File: config.mk
export PLATFORM = sky130hd
export DESIGN_NAME = cmp_seq
export DESIGN_NICKNAME = d
export VERILOG_FILES = /design/src/rtl/cmp_seq.sv
export SDC_FILE = /design/constraint.sdc
export NUM_CORES = 1
export LEC_CHECK = 0
export CAP_MARGIN = 0
export CORE_ASPECT_RATIO = 2
export CORE_MARGIN = 5
export CORE_UTILIZATION = 25
export DETAILED_ROUTE_END_ITERATION = 16
export GPL_ROUTABILITY_DRIVEN = 0
export SYNTH_ARGS = -nofsm -noshare
export SYNTH_HDL_FRONTEND = slang
export SYNTH_SLANG_ARGS = --single-unit
File: constraint.sdc
create_clock -name clk -period 1.85 [get_ports clk]
set_input_delay 0.185 -clock clk [delete_from_list [all_inputs] [get_ports clk]]
set_output_delay 0.185 -clock clk [all_outputs]
set_load 0.03 [all_outputs]
File: src/rtl/cmp_seq.sv
`default_nettype none
// ============================================================================
// Module   : cmp_seq
// Purpose  : Sequential magnitude comparator. Compares two WIDTH-bit operands
//            CHUNK bits per cycle, MSB slice first. It produces unsigned,
//            signed (two's complement) and equality flags after a fixed
//            latency of N = WIDTH/CHUNK cycles.
// Ports    : clk   - clock; all state changes on its rising edge
//            rstn  - synchronous active-low reset
//            start - request a compare; accepted only while busy=0
//            x, y  - operands, sampled on the accepting edge
//            busy  - compare in progress
//            done  - one-cycle pulse; result flags were updated this cycle
//            ug/ul - x > y / x < y, unsigned
//            eq    - x == y
//            sg/sl - x > y / x < y, signed
// Revision : 1.0 - initial release
// ============================================================================
module cmp_seq #(
  parameter int WIDTH = 16,
  parameter int CHUNK = 4
) (
  input  logic             clk,
  input  logic             rstn,
  input  logic             start,
  input  logic [WIDTH-1:0] x,
  input  logic [WIDTH-1:0] y,
  output logic             busy,
  output logic             done,
  output logic             ug,
  output logic             ul,
  output logic             eq,
  output logic             sg,
  output logic             sl
);

  localparam int N     = WIDTH / CHUNK;
  localparam int CNT_W = (N > 1) ? $clog2(N) : 1;
  localparam logic [CNT_W-1:0] CNT_LAST = CNT_W'(N - 1);

  // Reject illegal parameter combinations at elaboration time.
  if (WIDTH < 4 || WIDTH > 64 || CHUNK < 1 || CHUNK > WIDTH ||
      (WIDTH % CHUNK) != 0) begin : g_param_check
    $error("cmp_seq: illegal WIDTH/CHUNK combination");
  end

  typedef enum logic [0:0] {
    IDLE = 1'b0,
    RUN  = 1'b1
  } state_t;

  state_t state;
  state_t state_next;

  // The latched operands shift left by one slice per RUN cycle. The slice
  // under test therefore always sits in the top CHUNK bits. The sign bits
  // are captured separately because the shift destroys them.
  logic [WIDTH-1:0] x_r;
  logic [WIDTH-1:0] y_r;
  logic             sign_x;
  logic             sign_y;
  logic [CNT_W-1:0] cnt;
  logic             decided;  // a differing slice has already been seen
  logic             gt;       // unsigned verdict once decided (1: x > y)

  logic             accept;
  logic             finish;
  logic [CHUNK-1:0] slice_x;
  logic [CHUNK-1:0] slice_y;
  logic             decided_next;
  logic             gt_next;

  assign slice_x = x_r[WIDTH-1 -: CHUNK];
  assign slice_y = y_r[WIDTH-1 -: CHUNK];

  // The first differing slice from the MSB end fixes the verdict. Later
  // slices cannot override it.
  assign decided_next = decided | (slice_x != slice_y);
  assign gt_next      = decided ? gt : (slice_x > slice_y);

  assign busy = (state == RUN);

  always_ff @(posedge clk) begin
    if (!rstn) begin
      state <= IDLE;
    end else begin
      state <= state_next;
    end
  end

  always_comb begin
    state_next = state;
    accept     = 1'b0;
    finish     = 1'b0;
    case (state)
      IDLE: begin
        if (start) begin
          accept     = 1'b1;
          state_next = RUN;
        end
      end
      RUN: begin
        if (cnt == '0) begin
          finish     = 1'b1;
          state_next = IDLE;
        end
      end
      default: state_next = IDLE;
    endcase
  end

  always_ff @(posedge clk) begin
    if (!rstn) begin
      x_r     <= '0;
      y_r     <= '0;
      sign_x  <= 1'b0;
      sign_y  <= 1'b0;
      cnt     <= '0;
      decided <= 1'b0;
      gt      <= 1'b0;
      done    <= 1'b0;
      ug      <= 1'b0;
      ul      <= 1'b0;
      eq      <= 1'b0;
      sg      <= 1'b0;
      sl      <= 1'b0;
    end else begin
      done <= finish;
      if (accept) begin
        x_r     <= x;
        y_r     <= y;
        sign_x  <= x[WIDTH-1];
        sign_y  <= y[WIDTH-1];
        cnt     <= CNT_LAST;
        decided <= 1'b0;
        gt      <= 1'b0;
      end else if (state == RUN) begin
        x_r     <= x_r << CHUNK;
        y_r     <= y_r << CHUNK;
        decided <= decided_next;
        gt      <= gt_next;
        if (cnt != '0) begin
          cnt <= cnt - CNT_W'(1);
        end
      end

      if (finish) begin
        eq <= ~decided_next;
        ug <= decided_next & gt_next;
        ul <= decided_next & ~gt_next;
        // Opposite signs settle the signed order directly. With equal
        // signs, the signed order is the same as the unsigned order.
        if (sign_x != sign_y) begin
          sg <= ~sign_x;
          sl <= sign_x;
        end else begin
          sg <= decided_next & gt_next;
          sl <= decided_next & ~gt_next;
        end
      end
    end
  end

endmodule
`default_nettype wire

Yosys cells after proc, flatten, opt, wreduce, memory -nomap -nowiden --
Index checks and enable logic that the tools add are counted.
Cells by class: add/subtract/negate cells 1, order comparisons 1, eq/ne operators 2, mux-type cells 16, bitwise logic cells 8, reductions and logical operators 6
Operator list (number):
- $mux 16 | 4
- $mux 1 | 8
- $mux 2 | 3
- $reduce_bool 2->1 | 3
- $not 1->1 | 5
- $gt 4x4->1 | 1
- $ne 4x4->1 | 1
- $and 1x1->1 | 2
- $logic_not 2->1 | 1
- $pmux 1 s2 | 1
- $reduce_and 2->1 | 1
- $reduce_or 2->1 | 1
- $sub 2x1->2 const B | 1
- $ne 1x1->1 | 1
- $or 1x1->1 | 1
Storage, ports and cells: register bits 45, bits of input ports 35, output and inout port bits 7, word-level logic and storage cells 48

Depth between registers and ports, before layout --
Gate-level depths: netlist of run 1.
depth after elaboration 5, mapped depth 7, depth with buffers taken out 7

Worst setup path before layout of run 1 --
Ideal clock, no wire load.
path type register to register, start point register y_r[13], end point register sg, library setup time 0.122 ns, arrival 1.426 ns, data required time 1.728 ns, setup slack 0.302 ns, cell stages (with the launch flop) 8, buffers on the path 0, period minus slack after synthesis 1.548 ns, path through dfxtp_1 -> inv_1 -> ha_1 -> nor2b_2 -> o211a_1 -> o221ai_2 -> maj3_2 -> a21oi_2
On the way: longest elaborated chain between the ends 4, elaborated cells on any way between the ends 6, those cells by class 1 x order compare; 1 x eq/ne; 2 x mux; 2 x bitwise
Ends and longest elaborated chain:
- from (decl) | line 59 | logic [WIDTH-1:0] y_r;
- from (signal assigned) | line 131 | y_r <= y;
- from (signal assigned) | line 139 | y_r <= y_r << CHUNK;
- $gt 4x4->1 / $ne 4x4->1 (equally long branches) | line 79, 78
- $mux 1 / $or 1x1->1 (equally long branches) | line 79, 78
- $and 1x1->1 (*) | line 157 | sg <= decided_next & gt_next;
- $mux 1 (*) | line 153 | if (sign_x != sign_y) begin
- to (signal assigned) | line 154 | sg <= ~sign_x;
- to (signal assigned) | line 157
- to (decl) | line 33 | output logic sg,
Mark *: on every way between the ends. The rest lies on a longest branch, timed or not. A chain may end at the register's enable or synchronous reset.

Worst setup path after layout of run 1 --
Ends and elaborated chain as after synthesis.

==> impl_metrics.py, run 1 <==
metrics = {
    "pwr": {
        "ir_drop_v": 0.000520,
        "leakage_nw": 1.30,
        "pwr-share-comb": 0.207,
        "power.density_mw_per_mm2": 920,
        "p_switching_mw": 0.644,
        "power_frac_seq": 0.449,
        "p_clk_frac": 0.345,
        "p_int_mw": 1.83,
        "switching_share": 0.260,
        "finalPower_mw": 2.47,
    },
    "worst_setup_path": {
        "path_cells": "inv_1 -> ha_1 -> nor2b_2 -> o211a_1 -> o221ai_2 -> maj3_2 -> a21oi_2",
        "r2r_start": "y_r[13]",
        "crit_start": "y_r[13]",
        "cp_slowest_stage_delay_ns": 0.31,
        "arrival_ns": 1.83,
        "crit_required_ns": 2.02,
        "endpoint_kind": "register",
        "critPathKind": "reg2reg",
        "r2r_slack_ns": 0.19,
        "critPathMaxFanout": 3,
        "worstSetupStartpointType": "register",
        "r2r-end": "sg",
        "slowest_stage": "dfxtp_1",
        "rr_worst_depth": 7,
    },
    "die": {
        "die-area_sq_mm": 0.0102,
        "start_util": 0.257,
        "io_pins": 42,
        "core_area_sq_mm": 0.00794,
        "die_y_um": 138,
        "fp.dieW_um": 73.9,
        "row_count": 46,
    },
    "placed_design": {
        "preCtsSetupSlack_ns": 0.203,
        "portBuffers": 41,
        "post-dp-hpwl_um": 3380,
        "placed_cells": 335,
    },
    "clock_tree": {
        "cts_root_buffer": "clkbuf_16",
        "path_clk_slew_ns": 0.06,
        "cts_resized": 0,
        "numClockSinks": 45,
        "hold_buffers": 0,
        "htreeDepth": 2,
        "postCtsSetupRepairBufs": 0,
        "cts.path.max_buffers": 2,
        "cts_tree": "yes",
        "cts_buffers": 5,
        "clock_latency_ns": 0.28,
    },
    "sta": {
        "max-slew-margin-rel": 0.791,
        "whs_ns": 0.411,
        "max_freq_ghz": 0.603,
        "setup_viol": 0,
        "min_period_ns": 1.66,
        "period_share": 0.896,
        "fin_setup_tns_ns": 0,
        "skew_ns": 0.00262,
        "final_hold_viol_count": 0,
        "setup_slack_ns": 0.193,
        "drv_slew": 0,
        "rsz0062_at_grt": "false",
        "worstMarginPinSlew_ns": 0.312,
    },
    "detailed_routing": {
        "wl_um": 4530,
        "drtAntennaViolNets": 0,
        "vias": 1567,
        "viasPerCell": 4.57,
        "drt_iter0_drc": 74,
        "dr.pass1.iters": 4,
        "drc": 0,
        "wl_per_cell_um": 13.2,
    },
    "hold_path": {
        "hold_path_startpoint": "start",
        "hold_path_depth": 4,
        "hold_path_class": "in2reg",
        "min_to": "sign_y",
    },
    "synth": {
        "synth_cells": 207,
        "synth_cell_type_count": 33,
        "synthArstFlopShare": 0,
        "yosysTopAreaCell": "dfxtp_1",
        "synth-warning-count": 0,
        "syn_nets": 247,
        "ys_ff_latch": 45,
        "syn-cell-area_sq_mm": 0.00204,
        "avgSynthCellArea_sq_um": 9.86,
        "seq_area_frac_synth": 0.441,
        "synth_top_area_frac": 0.441,
        "synthTopCellsByCount": "45 x dfxtp_1, 29 x mux2i_1, 28 x nand2_1",
        "synth.most_common_cell": "dfxtp_1",
        "synth_ff_type": "dfxtp_1",
        "synthTopCellsByArea": "dfxtp_1 44%, mux2i_1 14%, o211a_1 12%",
        "synth-edff-count": 0,
    },
    "final_layout": {
        "diodes": 0,
        "top_regs": "x_r (16), y_r (16), cnt (2)",
        "drive_gt1_frac": 0.0729,
        "area_growth_pct": 31.6,
        "stdcell_count": 343,
        "nets": 286,
    },
    "flow_run": {
        "max_cap_violations": 0,
    },
    "grt": {
        "grt_usage": 0.0994,
        "grt_pass1_wl_um": 7650,
        "grt_max_degree": 39,
        "gr-total-overflow": 0,
        "grt_pass1_vias": 1615,
        "antenna_found_initial": 0,
    },
    "status": {
        "status": "complete, no violations",
    },
}
## worst max-delay path: cells and delay by family, from the launching register on
family,cells,cell delay [ns]
flops,1,0.31
fa+ha+maj,2,0.54
simple gates,1,0.16
compound gates,3,0.50
buf+inv,1,0.05
## cell type report
cell class / instances / area [sq um]
clock buffer: 8 / 136
fill: 850 / 5260
inverter: 8 / 30.0
multi-input combinational: 139 / 1040
sequential: 45 / 901
tap: 96 / 120
timing repair buffer: 47 / 463
## how the worst max path moves through the flow
stage          to  slack [ns]
2_1_floorplan  sg        0.30
3_3_place_gp   sg        0.24
3_5_place_dp   sg        0.20
4_1_cts        sg        0.18
5_1_grt        sl        0.08
6_report       sg        0.19
## layer usage
| layer | GRT usage | up-vias | routed length [um] |
|---|---|---|---|
| met4 | 0.0504 | 0 | 122 |
| met1 | 0.108 | 717 | 1810 |
| li1 | - | 807 | - |
| met3 | 0.0278 | 10 | 209 |
| met2 | 0.171 | 33 | 2400 |
| met5 | 0 | - | 0 |
## kinds of logic (layout without fill, tap and decap cells)
logic type	count (synthesis)	in the layout	synth area share
AO/OA/AOI/OAI	47	47	0.198
adder cells (fa/ha/maj)	6	6	0.0362
buffers and inverters	23	63	0.0509
AND/OR/NAND/NOR	56	56	0.126
multiplexers	30	30	0.148
flip-flops	45	45	0.441
## cell usage in the layout (no fill, tap or decap), drive strengths merged
| master | synthesis | final |
|---|---|---|
| o211ai | 4 | 4 |
| nor3b | 2 | 2 |
| o221ai | 1 | 1 |
| o221a | 1 | 1 |
| and2 | 3 | 3 |
| buf | 6 | 7 |
| nor3 | 3 | 3 |
| a211o | 1 | 1 |
| dfxtp | 45 | 45 |
| ha | 5 | 5 |
| mux2i | 29 | 29 |
| nor2 | 10 | 10 |
| nand2 | 28 | 28 |
| maj3 | 1 | 1 |
| a21oi | 4 | 4 |
| a21boi | 1 | 1 |
| mux2 | 1 | 1 |
| a211oi | 1 | 1 |
| or2b | 1 | 1 |
| nand2b | 1 | 1 |
| and3 | 1 | 1 |
| clkinv | 1 | 1 |
| clkbuf | 9 | 8 |
| o31ai | 1 | 1 |
| inv | 7 | 7 |
| nand4 | 1 | 1 |
| nor2b | 6 | 6 |
| clkdlybuf4s50 | 0 | 40 |
| o211a | 25 | 25 |
| o21ai | 7 | 7 |
| o21a | 1 | 1 |
## power by group through the flow
stage | clock, mW | combinational (mW) | sequential (mW)
2_1_floorplan | 0 | 0.327 | 1.14
6_report | 0.852 | 0.511 | 1.11
5_1_grt | 0.928 | 0.573 | 1.12
3_3_place_gp | 0 | 0.506 | 1.13
4_1_cts | 0.877 | 0.520 | 1.11
3_5_place_dp | 0 | 0.518 | 1.13
## metrics by stage
| step | area, sq um | utilization |
|---|---|---|
| 4_1_cts | 2690 | 0.338 |
| 5_1_grt | 2690 | 0.338 |
| 6_report | 2690 | 0.338 |
| 3_3_place_gp | 2550 | 0.321 |
| 2_1_floorplan | 2040 | - |
| 3_5_place_dp | 2550 | 0.321 |
No activity file was read; power rests on OpenSTA's default activity.
==> run 2, diff against run 1 <==
--- a/config.mk
+++ b/config.mk
@@ -11,6 +11,7 @@
 export CORE_UTILIZATION = 25
 export DETAILED_ROUTE_END_ITERATION = 16
 export GPL_ROUTABILITY_DRIVEN = 0
+export PLACE_DENSITY_LB_ADDON = 0.12
 export SYNTH_ARGS = -nofsm -noshare
 export SYNTH_HDL_FRONTEND = slang
 export SYNTH_SLANG_ARGS = --single-unit
==> run 2 against run 1 <==
Compared with the run above: hold slack got worse by 0.026 ns; highest routed layer unchanged; sequential power barely moved; core utilization rose by 0.41 points; total power rose by 0.93%; routed wire length rose by 5.7%; maximum frequency fell by 0.25%; die area did not move.
==> impl_metrics.py, run 2 (synthesized netlist as in run 1, its figures left out) <==
metrics = {
    "pwr": {
        "finalPower_mw": 2.50,
        "ir_drop_v": 0.000468,
        "power.density_mw_per_mm2": 918,
        "leakage_nw": 1.31,
    },
    "clock_tree": {
        "cts_tree": "yes",
        "cts_resized": 0,
        "cts_buffers": 5,
        "clock_latency_ns": 0.29,
        "cts_root_buffer": "clkbuf_16",
        "postCtsSetupRepairBufs": 0,
        "cts.path.max_buffers": 2,
        "numClockSinks": 45,
        "path_clk_slew_ns": 0.06,
        "htreeDepth": 2,
        "hold_buffers": 0,
    },
    "status": {
        "status": "complete, no violations",
    },
    "worst_setup_path": {
        "critPathKind": "reg2reg",
        "critPathTopFamily": "adder cells",
        "critPathMaxFanout": 3,
        "critical_path_buf_inv_count": 1,
        "path_cells": "inv_1 -> ha_1 -> nor2b_2 -> o211a_1 -> o221ai_2 -> maj3_2 -> a21oi_2",
        "cp_slowest_stage_delay_ns": 0.30,
        "arrival_ns": 1.84,
        "worstSetupStartpointType": "register",
        "slowest_stage": "dfxtp_1",
        "endpoint_kind": "register",
        "crit_required_ns": 2.03,
    },
    "sta": {
        "max-slew-margin-rel": 0.763,
        "min_period_ns": 1.66,
        "drv_slew": 0,
        "period_share": 0.898,
        "whs_ns": 0.385,
        "max_freq_ghz": 0.602,
        "rsz0062_at_grt": "false",
        "skew_ns": 0.00387,
        "fin_setup_tns_ns": 0,
        "worstMarginPinSlew_ns": 0.356,
        "setup_viol": 0,
        "final_hold_viol_count": 0,
    },
    "die": {
        "start_util": 0.257,
        "row_count": 46,
        "die-area_sq_mm": 0.0102,
        "die_y_um": 138,
        "io_pins": 42,
        "core_area_sq_mm": 0.00794,
        "fp.dieW_um": 73.9,
    },
    "grt": {
        "grt_pass1_wl_um": 7510,
        "grt_max_degree": 39,
        "grt_usage": 0.101,
        "grt_pass1_vias": 1483,
        "gr-total-overflow": 0,
        "antenna_found_initial": 0,
    },
    "final_layout": {
        "diodes": 0,
        "nets": 287,
        "drive_gt1_frac": 0.0766,
        "top_regs": "x_r (16), y_r (16), cnt (2)",
        "area_growth_pct": 33.2,
        "final_cell_mix": "45 x dfxtp_1, 40 x clkdlybuf4s50_1, 29 x mux2i_1",
        "final_common_cell": "dfxtp_1",
    },
    "placed_design": {
        "post-dp-hpwl_um": 3470,
        "portBuffers": 41,
    },
    "detailed_routing": {
        "drt_iter0_drc": 28,
        "vias": 1513,
        "drc": 0,
        "drtAntennaViolNets": 0,
        "wl_um": 4790,
        "viasPerCell": 4.40,
        "dr.pass1.iters": 4,
        "wl_per_cell_um": 13.9,
    },
    "flow_run": {
        "max_cap_violations": 0,
    },
    "hold_path": {
        "hold_path_class": "in2reg",
    },
}
## run 2: path summary, 6_finish.rpt
check        endpoint     from  slack (ns)  depth (start not counted)
max reg2reg        sg  y_r[13]        0.19                          7
min            x_r[0]    start        0.39                          3
min reg2reg   y_r[14]  y_r[10]        0.48                          1
max                sg  y_r[13]        0.19                          7
## run 2: area by class of cell
cell class,instances,area (sq um)
fill,846,5220
multi-input combinational,139,1040
sequential,45,901
timing repair buffer,48,495
clock buffer,8,136
tap,96,120
inverter,8,30.0
## run 2: report_power, final
group	total (mW)	internal [mW]	leakage [nW]	switching (mW)
Sequential	1.11	1.06	0.372	0.0485
Clock	0.863	0.503	0.0652	0.360
Combinational	0.525	0.276	0.876	0.249
Total	2.50	1.84	1.31	0.657
## run 2: per-layer routing
layer / up-vias / part of all wire / global-route usage
met5: - / 0 / 0
met4: 0 / 0.024 / 0.0514
met3: 6 / 0.040 / 0.0270
met2: 25 / 0.54 / 0.179
met1: 668 / 0.39 / 0.106
li1: 814 / - / -
## run 2: worst register-to-register path, cell delays in order (launching register included)
cell	delay [ns]
dfxtp_1	0.30
inv_1	0.05
ha_1	0.28
nor2b_2	0.15
o211a_1	0.23
o221ai_2	0.23
maj3_2	0.26
a21oi_2	0.05
## run 2: stage by stage
stage | worst slack [ns] | instances | util | instance area [sq um]
6_report | 0.189 | 344 | 0.342 | 2720
5_1_grt | 0.0901 | 344 | 0.342 | 2720
2_1_floorplan | 0.302 | 207 | - | 2040
3_5_place_dp | 0.210 | 336 | 0.325 | 2580
3_3_place_gp | 0.224 | 336 | 0.325 | 2580
4_1_cts | 0.187 | 344 | 0.342 | 2720
